===== src/rtl/t05_sram_arbiter_if.sv =====
// Requester and SRAM-bus signal bundle for the shared SRAM arbiter.
// slave = arbiter view; master = stage modules plus memory view.
interface t05_sram_arbiter_if #(
    parameter int NREQ = 4
);
    localparam int GW = $clog2(NREQ);

    logic [NREQ-1:0]    req;
    logic [NREQ-1:0]    we;
    logic [NREQ*32-1:0] addr;
    logic [NREQ*32-1:0] wdata;
    logic [NREQ*4-1:0]  sel;
    logic [NREQ-1:0]    done;
    logic [NREQ-1:0]    err;
    logic [31:0]        rdata;
    logic               busy;
    logic [GW-1:0]      grant_id;
    logic               bus_cyc;
    logic               bus_stb;
    logic               bus_we;
    logic [31:0]        bus_adr;
    logic [31:0]        bus_dat_o;
    logic [3:0]         bus_sel;
    logic               bus_ack;
    logic [31:0]        bus_dat_i;

    modport slave (
        input  req, we, addr, wdata, sel, bus_ack, bus_dat_i,
        output done, err, rdata, busy, grant_id,
               bus_cyc, bus_stb, bus_we, bus_adr, bus_dat_o, bus_sel
    );

    modport master (
        output req, we, addr, wdata, sel, bus_ack, bus_dat_i,
        input  done, err, rdata, busy, grant_id,
               bus_cyc, bus_stb, bus_we, bus_adr, bus_dat_o, bus_sel
    );
endinterface


===== src/rtl/t05_sram_arbiter.sv =====
// Round-robin arbiter serializing single-word stage requests onto one SRAM bus.
// Zero-wait read/write completes 2 cycles after grant sampling; no-ack aborts after TIMEOUT BUSY cycles.
module t05_sram_arbiter #(
    parameter int NREQ    = 4,
    parameter int TIMEOUT = 255
) (
    input  logic                    clk,
    input  logic                    rst,
    t05_sram_arbiter_if.slave       sif
);
    localparam int GW = $clog2(NREQ);
    localparam logic [31:0] TO_LAST = 32'(TIMEOUT - 1);

    typedef enum logic [1:0] {
        IDLE = 2'd0,
        BUSY = 2'd1,
        RESP = 2'd2
    } state_t;

    state_t          state, state_nxt;
    logic [GW-1:0]   grant_q;
    logic [31:0]     cnt;
    logic [NREQ-1:0] done_q;
    logic [NREQ-1:0] err_q;
    logic [31:0]     rdata_q;
    logic            cyc_q;
    logic            we_q;
    logic [31:0]     adr_q;
    logic [31:0]     dat_q;
    logic [3:0]      sel_q;

    logic            any_req;
    logic            found_hi, found_lo;
    logic [GW-1:0]   hi_idx, lo_idx, win_idx;
    logic            win_we;
    logic [31:0]     win_adr, win_dat;
    logic [3:0]      win_sel;
    logic            ack_hit, to_hit;

    // Round-robin: first requester above the last winner, else lowest at or below it.
    always_comb begin
        any_req  = |sif.req;
        found_hi = 1'b0;
        found_lo = 1'b0;
        hi_idx   = '0;
        lo_idx   = '0;
        for (int i = 0; i < NREQ; i++) begin
            if (!found_hi && sif.req[i] && (i > int'(grant_q))) begin
                found_hi = 1'b1;
                hi_idx   = GW'(i);
            end
            if (!found_lo && sif.req[i] && (i <= int'(grant_q))) begin
                found_lo = 1'b1;
                lo_idx   = GW'(i);
            end
        end
        win_idx = found_hi ? hi_idx : lo_idx;

        win_we  = 1'b0;
        win_adr = '0;
        win_dat = '0;
        win_sel = '0;
        for (int i = 0; i < NREQ; i++) begin
            if (win_idx == GW'(i)) begin
                win_we  = sif.we[i];
                win_adr = sif.addr[32*i +: 32];
                win_dat = sif.wdata[32*i +: 32];
                win_sel = sif.sel[4*i +: 4];
            end
        end
    end

    assign ack_hit = sif.bus_ack;
    assign to_hit  = (TIMEOUT != 0) && (cnt == TO_LAST);

    always_ff @(posedge clk or posedge rst) begin
        if (rst) begin
            state <= IDLE;
        end else begin
            state <= state_nxt;
        end
    end

    always_comb begin
        state_nxt = IDLE;
        case (state)
            IDLE:    state_nxt = any_req ? BUSY : IDLE;
            BUSY:    state_nxt = (ack_hit || to_hit) ? RESP : BUSY;
            RESP:    state_nxt = IDLE;
            default: state_nxt = IDLE;
        endcase
    end

    always_ff @(posedge clk or posedge rst) begin
        if (rst) begin
            grant_q <= GW'(NREQ - 1);
            cnt     <= '0;
            done_q  <= '0;
            err_q   <= '0;
            rdata_q <= '0;
            cyc_q   <= 1'b0;
            we_q    <= 1'b0;
            adr_q   <= '0;
            dat_q   <= '0;
            sel_q   <= '0;
        end else begin
            done_q <= '0;
            err_q  <= '0;
            case (state)
                IDLE: begin
                    if (any_req) begin
                        grant_q <= win_idx;
                        cnt     <= '0;
                        cyc_q   <= 1'b1;
                        we_q    <= win_we;
                        adr_q   <= win_adr;
                        dat_q   <= win_dat;
                        sel_q   <= win_sel;
                    end
                end
                BUSY: begin
                    // Ack takes priority over a coincident timeout.
                    if (ack_hit) begin
                        rdata_q          <= we_q ? 32'd0 : sif.bus_dat_i;
                        cyc_q            <= 1'b0;
                        done_q[grant_q]  <= 1'b1;
                    end else if (to_hit) begin
                        rdata_q          <= 32'd0;
                        cyc_q            <= 1'b0;
                        err_q[grant_q]   <= 1'b1;
                    end else begin
                        cnt <= cnt + 32'd1;
                    end
                end
                default: ;
            endcase
        end
    end

    assign sif.done      = done_q;
    assign sif.err       = err_q;
    assign sif.rdata     = rdata_q;
    assign sif.busy      = (state == BUSY) || (state == RESP);
    assign sif.grant_id  = grant_q;
    assign sif.bus_cyc   = cyc_q;
    assign sif.bus_stb   = cyc_q;
    assign sif.bus_we    = we_q;
    assign sif.bus_adr   = adr_q;
    assign sif.bus_dat_o = dat_q;
    assign sif.bus_sel   = sel_q;
endmodule

===== src/flat_wrapper.sv =====
// flat-port wrapper written by rule: the top's interface ports become plain ports
module t05_sram_arbiter_flat 
#(
    parameter int NREQ    = 4,
    parameter int TIMEOUT = 255
)
  (clk, rst, sif_req, sif_we, sif_addr, sif_wdata, sif_sel, sif_bus_ack, sif_bus_dat_i, sif_done, sif_err, sif_rdata, sif_busy, sif_grant_id, sif_bus_cyc, sif_bus_stb, sif_bus_we, sif_bus_adr, sif_bus_dat_o, sif_bus_sel);
  t05_sram_arbiter_if #(.NREQ(NREQ)) sif_i ();
  input  logic clk;
  input  logic rst;
  input wire logic [$bits(sif_i.req)-1:0] sif_req;
  input wire logic [$bits(sif_i.we)-1:0] sif_we;
  input wire logic [$bits(sif_i.addr)-1:0] sif_addr;
  input wire logic [$bits(sif_i.wdata)-1:0] sif_wdata;
  input wire logic [$bits(sif_i.sel)-1:0] sif_sel;
  input wire logic [$bits(sif_i.bus_ack)-1:0] sif_bus_ack;
  input wire logic [$bits(sif_i.bus_dat_i)-1:0] sif_bus_dat_i;
  output wire logic [$bits(sif_i.done)-1:0] sif_done;
  output wire logic [$bits(sif_i.err)-1:0] sif_err;
  output wire logic [$bits(sif_i.rdata)-1:0] sif_rdata;
  output wire logic [$bits(sif_i.busy)-1:0] sif_busy;
  output wire logic [$bits(sif_i.grant_id)-1:0] sif_grant_id;
  output wire logic [$bits(sif_i.bus_cyc)-1:0] sif_bus_cyc;
  output wire logic [$bits(sif_i.bus_stb)-1:0] sif_bus_stb;
  output wire logic [$bits(sif_i.bus_we)-1:0] sif_bus_we;
  output wire logic [$bits(sif_i.bus_adr)-1:0] sif_bus_adr;
  output wire logic [$bits(sif_i.bus_dat_o)-1:0] sif_bus_dat_o;
  output wire logic [$bits(sif_i.bus_sel)-1:0] sif_bus_sel;
  assign sif_i.req = sif_req;
  assign sif_i.we = sif_we;
  assign sif_i.addr = sif_addr;
  assign sif_i.wdata = sif_wdata;
  assign sif_i.sel = sif_sel;
  assign sif_i.bus_ack = sif_bus_ack;
  assign sif_i.bus_dat_i = sif_bus_dat_i;
  assign sif_done = sif_i.done;
  assign sif_err = sif_i.err;
  assign sif_rdata = sif_i.rdata;
  assign sif_busy = sif_i.busy;
  assign sif_grant_id = sif_i.grant_id;
  assign sif_bus_cyc = sif_i.bus_cyc;
  assign sif_bus_stb = sif_i.bus_stb;
  assign sif_bus_we = sif_i.bus_we;
  assign sif_bus_adr = sif_i.bus_adr;
  assign sif_bus_dat_o = sif_i.bus_dat_o;
  assign sif_bus_sel = sif_i.bus_sel;
  t05_sram_arbiter #(.NREQ(NREQ), .TIMEOUT(TIMEOUT)) u_core (.clk(clk), .rst(rst), .sif(sif_i));
endmodule

===== config.mk =====
export PLATFORM = sky130hd
export DESIGN_NAME = t05_sram_arbiter_flat
export DESIGN_NICKNAME = d
export VERILOG_FILES = /design/src/rtl/t05_sram_arbiter_if.sv /design/src/rtl/t05_sram_arbiter.sv /design/src/flat_wrapper.sv
export SDC_FILE = /design/constraint.sdc
export NUM_CORES = 1
export LEC_CHECK = 0
export BUFFER_PORTS_ARGS = -buffer_cell sky130_fd_sc_hd__buf_2
export CORE_AREA = 2 2 164 166
export CTS_CLUSTER_DIAMETER = 80
export DETAILED_ROUTE_END_ITERATION = 10
export DIE_AREA = 0 0 166 168
export MAX_ROUTING_LAYER = met4
export SYNTH_ARGS = -nofsm -noshare
export SYNTH_HDL_FRONTEND = slang
export SYNTH_SLANG_ARGS = --single-unit

===== constraint.sdc =====
create_clock -name clk -period 6.3 [get_ports clk]
set_input_delay 1.26 -clock clk [delete_from_list [all_inputs] [get_ports clk]]
set_output_delay 1.26 -clock clk [all_outputs]
set_load 0.01 [all_outputs]

==> flow_metrics.env <==
export IMPL_switchingPower_mw=1.91
export IMPL_fmax_mhz=326
export IMPL_hpwlAfterDp_um=19600
export IMPL_start_util=0.292
export IMPL_path_max_fanout=42
export IMPL_crit_family="buffers and inverters"
export IMPL_portBuffers=428
export IMPL_synth_cell_types=43
export IMPL_clkLatencyLatePin_ns=0.43
export IMPL_finalHoldViolations=0
export IMPL_ff2ff_path_depth=6
export IMPL_grt_pass1_vias=7280
export IMPL_status="finished clean"
export IMPL_wire_per_inst_um=18.1
export IMPL_grt_pass1_wl_um=41000
export IMPL_layout_commonest_cell="buf_2"
export IMPL_numCtsBuffers=17
export IMPL_r2r_start="u_core.sif.grant_id[0]"
export IMPL_grt_overflow=0
export IMPL_cts_resized=0
export IMPL_nNetsFinal=1450
export IMPL_slew_headroom=0.376
export IMPL_path_clk_slew_ns=0.07
export IMPL_io_pins=429
export IMPL_cp_depth=6
export IMPL_first_iter_violations=520
export IMPL_swShare=0.413
export IMPL_drv_cap=0
export IMPL_critical_path_startpoint="sif_req[1]"
export IMPL_final_setup_tns_ns=0
export IMPL_drt_wl_total_um=27000
export IMPL_grt_usage=0.192
export IMPL_p_leak_nw=5.45
export IMPL_synth_seq_area_share=0.475
export IMPL_period_needed_ns=3.07
export IMPL_tightest_slew_ns=0.936
export IMPL_antenna_left=0
export IMPL_layout_common_cells="428 x buf_2, 144 x dfrtp_1, 139 x mux2i_1"
export IMPL_synth_fp_nets=1049
export IMPL_drc=0
export IMPL_finClkSkew_ns=0.0184
export IMPL_drv_slew=0
export IMPL_worstHoldStart="u_core.sif.bus_adr[13]"
export IMPL_die_h_um=168
export IMPL_dr_pass1_iters=5
export IMPL_rsz0062_at_grt="false"
export IMPL_end_kind="flip-flop"
export IMPL_cts_sinks=146
export IMPL_p_seq_frac=0.330
export IMPL_grt_max_degree=75
export IMPL_clock_root_buffer="clkbuf_16"
export IMPL_synth_seq_cells=146
export IMPL_fp_dieW_um=166
export IMPL_vdd_drop_max_uv=308
export IMPL_layout_drive_gt1_share=0.426
export IMPL_fin_crit_sh=0.487
export IMPL_cts_tree="built"
export IMPL_crit_required_ns=6.55
export IMPL_critical_path_arrival_ns=3.31
export IMPL_vias=7558
export IMPL_combPwrFrac=0.445
export IMPL_start_kind="input pin"
export IMPL_cts_setup_buffers=0
export IMPL_p_int_mw=2.71
export IMPL_netlist_instances=730
export IMPL_ctsHoldBuffers=0
export IMPL_syn_area_um2=7690
export IMPL_total_power_mw=4.62
export IMPL_place_gp_congestion=0.910
export IMPL_setup_viol=0
export IMPL_yosysWarnings=0
export IMPL_syn_avg_cell_area_um2=10.5
export IMPL_cts_max_level=4
export IMPL_crit_buf_inv=2
export IMPL_cts_path_max_buffers=2
export IMPL_holdPathStages=2
export IMPL_min_path_type="reg2reg"
export IMPL_viasPerCell=5.09
export IMPL_cellPowerDensity_nw_per_um2=429
export IMPL_dieArea_um2=27900
export IMPL_synthToLayoutAreaGrowth_pct=40.1
export IMPL_fillers=2612
export IMPL_antenna_found_initial=1
export IMPL_critPathKind="in2reg"
export IMPL_seq_area_um2=3660
export IMPL_cp_slowest_cell="buf_4"
export IMPL_slowest_delay_ns=0.64
export IMPL_multi_input_area_um2=3810
export IMPL_path_cells="buf_2, or2_2, a311oi_4, buf_4, mux2i_1, o221ai_1"
export IMPL_core_um2=26400
export IMPL_rows=60
export IMPL_p_clk_frac=0.225
==> cells by family after synthesis <==
group	count (synthesis)	share of synthesized area
simple gates	212	0.133
compound gates	156	0.159
flops	146	0.475
mux	139	0.181
buf+inv	65	0.0361
xor+xnor	8	0.00911
fa+ha+maj	4	0.00651
==> cell type report <==
cell class | instances | share of cell area
multi-input combinational | 519 | 0.354
tap | 341 | 0.0396
inverter | 8 | 0.00325
clock buffer | 17 | 0.0395
clock inverter | 15 | 0.0169
antenna | 1 | 0.000232
sequential | 146 | 0.339
timing repair buffer | 439 | 0.208
==> power groups by stage <==
stage	registers (mW)	clock network (mW)	logic (mW)
global route	1.57	1.12	2.24
floorplan	1.65	0	1.16
CTS	1.53	1.07	2.09
global placement	1.54	0	2.04
finish	1.53	1.04	2.06
detailed placement	1.53	0	2.09
==> sequential cells by signal (all words and copies together) (netlist names) <==
register and count:
u_core.sif.done 4, u_core.sif.bus_adr 32, u_core.sif.rdata 32, u_core.sif.bus_dat_o 32, u_core.cnt 32, u_core.sif.bus_cyc 1, u_core.sif.grant_id 2, u_core.sif.bus_sel 4
u_core.sif.err 4, u_core.state 2, u_core.sif.bus_we 1
==> final timing paths <==
kind	end	slack [ns]
worst max-delay path	u_core.sif.bus_dat_o[15]	3.23
worst min-delay path	u_core.sif.bus_adr[13]	0.48
worst max register to register	u_core.sif.bus_dat_o[15]	3.55
worst min register to register	u_core.sif.bus_adr[13]	0.48
max in group asynchronous	u_core.sif.rdata[10]	3.97
min in group asynchronous	u_core.sif.bus_adr[25]	0.94
==> per-layer routing <==
metal,GRT usage,routed length (um)
met5,-,0
met4,0.0371,263
met3,0.0430,1830
met2,0.312,13200
met1,0.247,11600
==> synthesized netlist by cell type <==
cell type	instances	area [um2]
dfstp_2	2	52.6
or2_2	2	12.5
buf_1	5	18.8
nor4_2	1	12.5
clkbuf_1	29	109
nand3_1	8	40.0
nand4_1	13	81.3
a211oi_1	1	7.51
o41ai_1	2	17.5
nor4_1	13	81.3
mux2i_1	139	1390
a311oi_1	1	8.76
nand2b_1	10	62.6
a22oi_1	1	7.51
o21ai_0	20	100
o2bb2ai_1	1	8.76
or3_1	16	100
a41o_1	1	10.0
o21ba_2	1	10.0
a31o_2	1	8.76
and3_1	4	25.0
a21oi_1	17	85.1
inv_1	8	30.0
xnor2_1	8	70.1
a31oi_1	1	6.26
nand2_1	97	364
dfrtp_1	144	3600
nor2_1	26	97.6
o211ai_1	2	15.0
nor4b_1	2	17.5
o221ai_1	69	604
a22o_1	32	280
nor2b_1	3	18.8
and4_1	3	26.3
buf_2	21	105
o31ai_1	3	22.5
a22o_4	1	17.5
a21o_1	1	7.51
buf_4	2	15.0
nor3_1	8	40.0
o21ai_1	1	5.00
or4_1	6	45.0
ha_1	4	50.1
==> worst min-delay path, delay by kind of cell, from the launching register on <==
family | cells | cell delay, ns
DFF | 1 | 0.34
AOI/OAI and AO/OA | 1 | 0.05
and+or+nand+nor | 1 | 0.05
==> per-stage QoR <==
stage,cell area (um2),setup WS [ns],cells,util,hold WS [ns]
floorplan,7690,1.12,730,-,0.514
global placement,10200,2.74,1453,0.386,0.465
detailed placement,10200,2.67,1453,0.386,0.468
CTS,10800,3.14,1485,0.409,0.487
global route,10800,3.04,1486,0.409,0.506
finish,10800,3.23,1486,0.409,0.484
(Power assumes the default switching activity.)
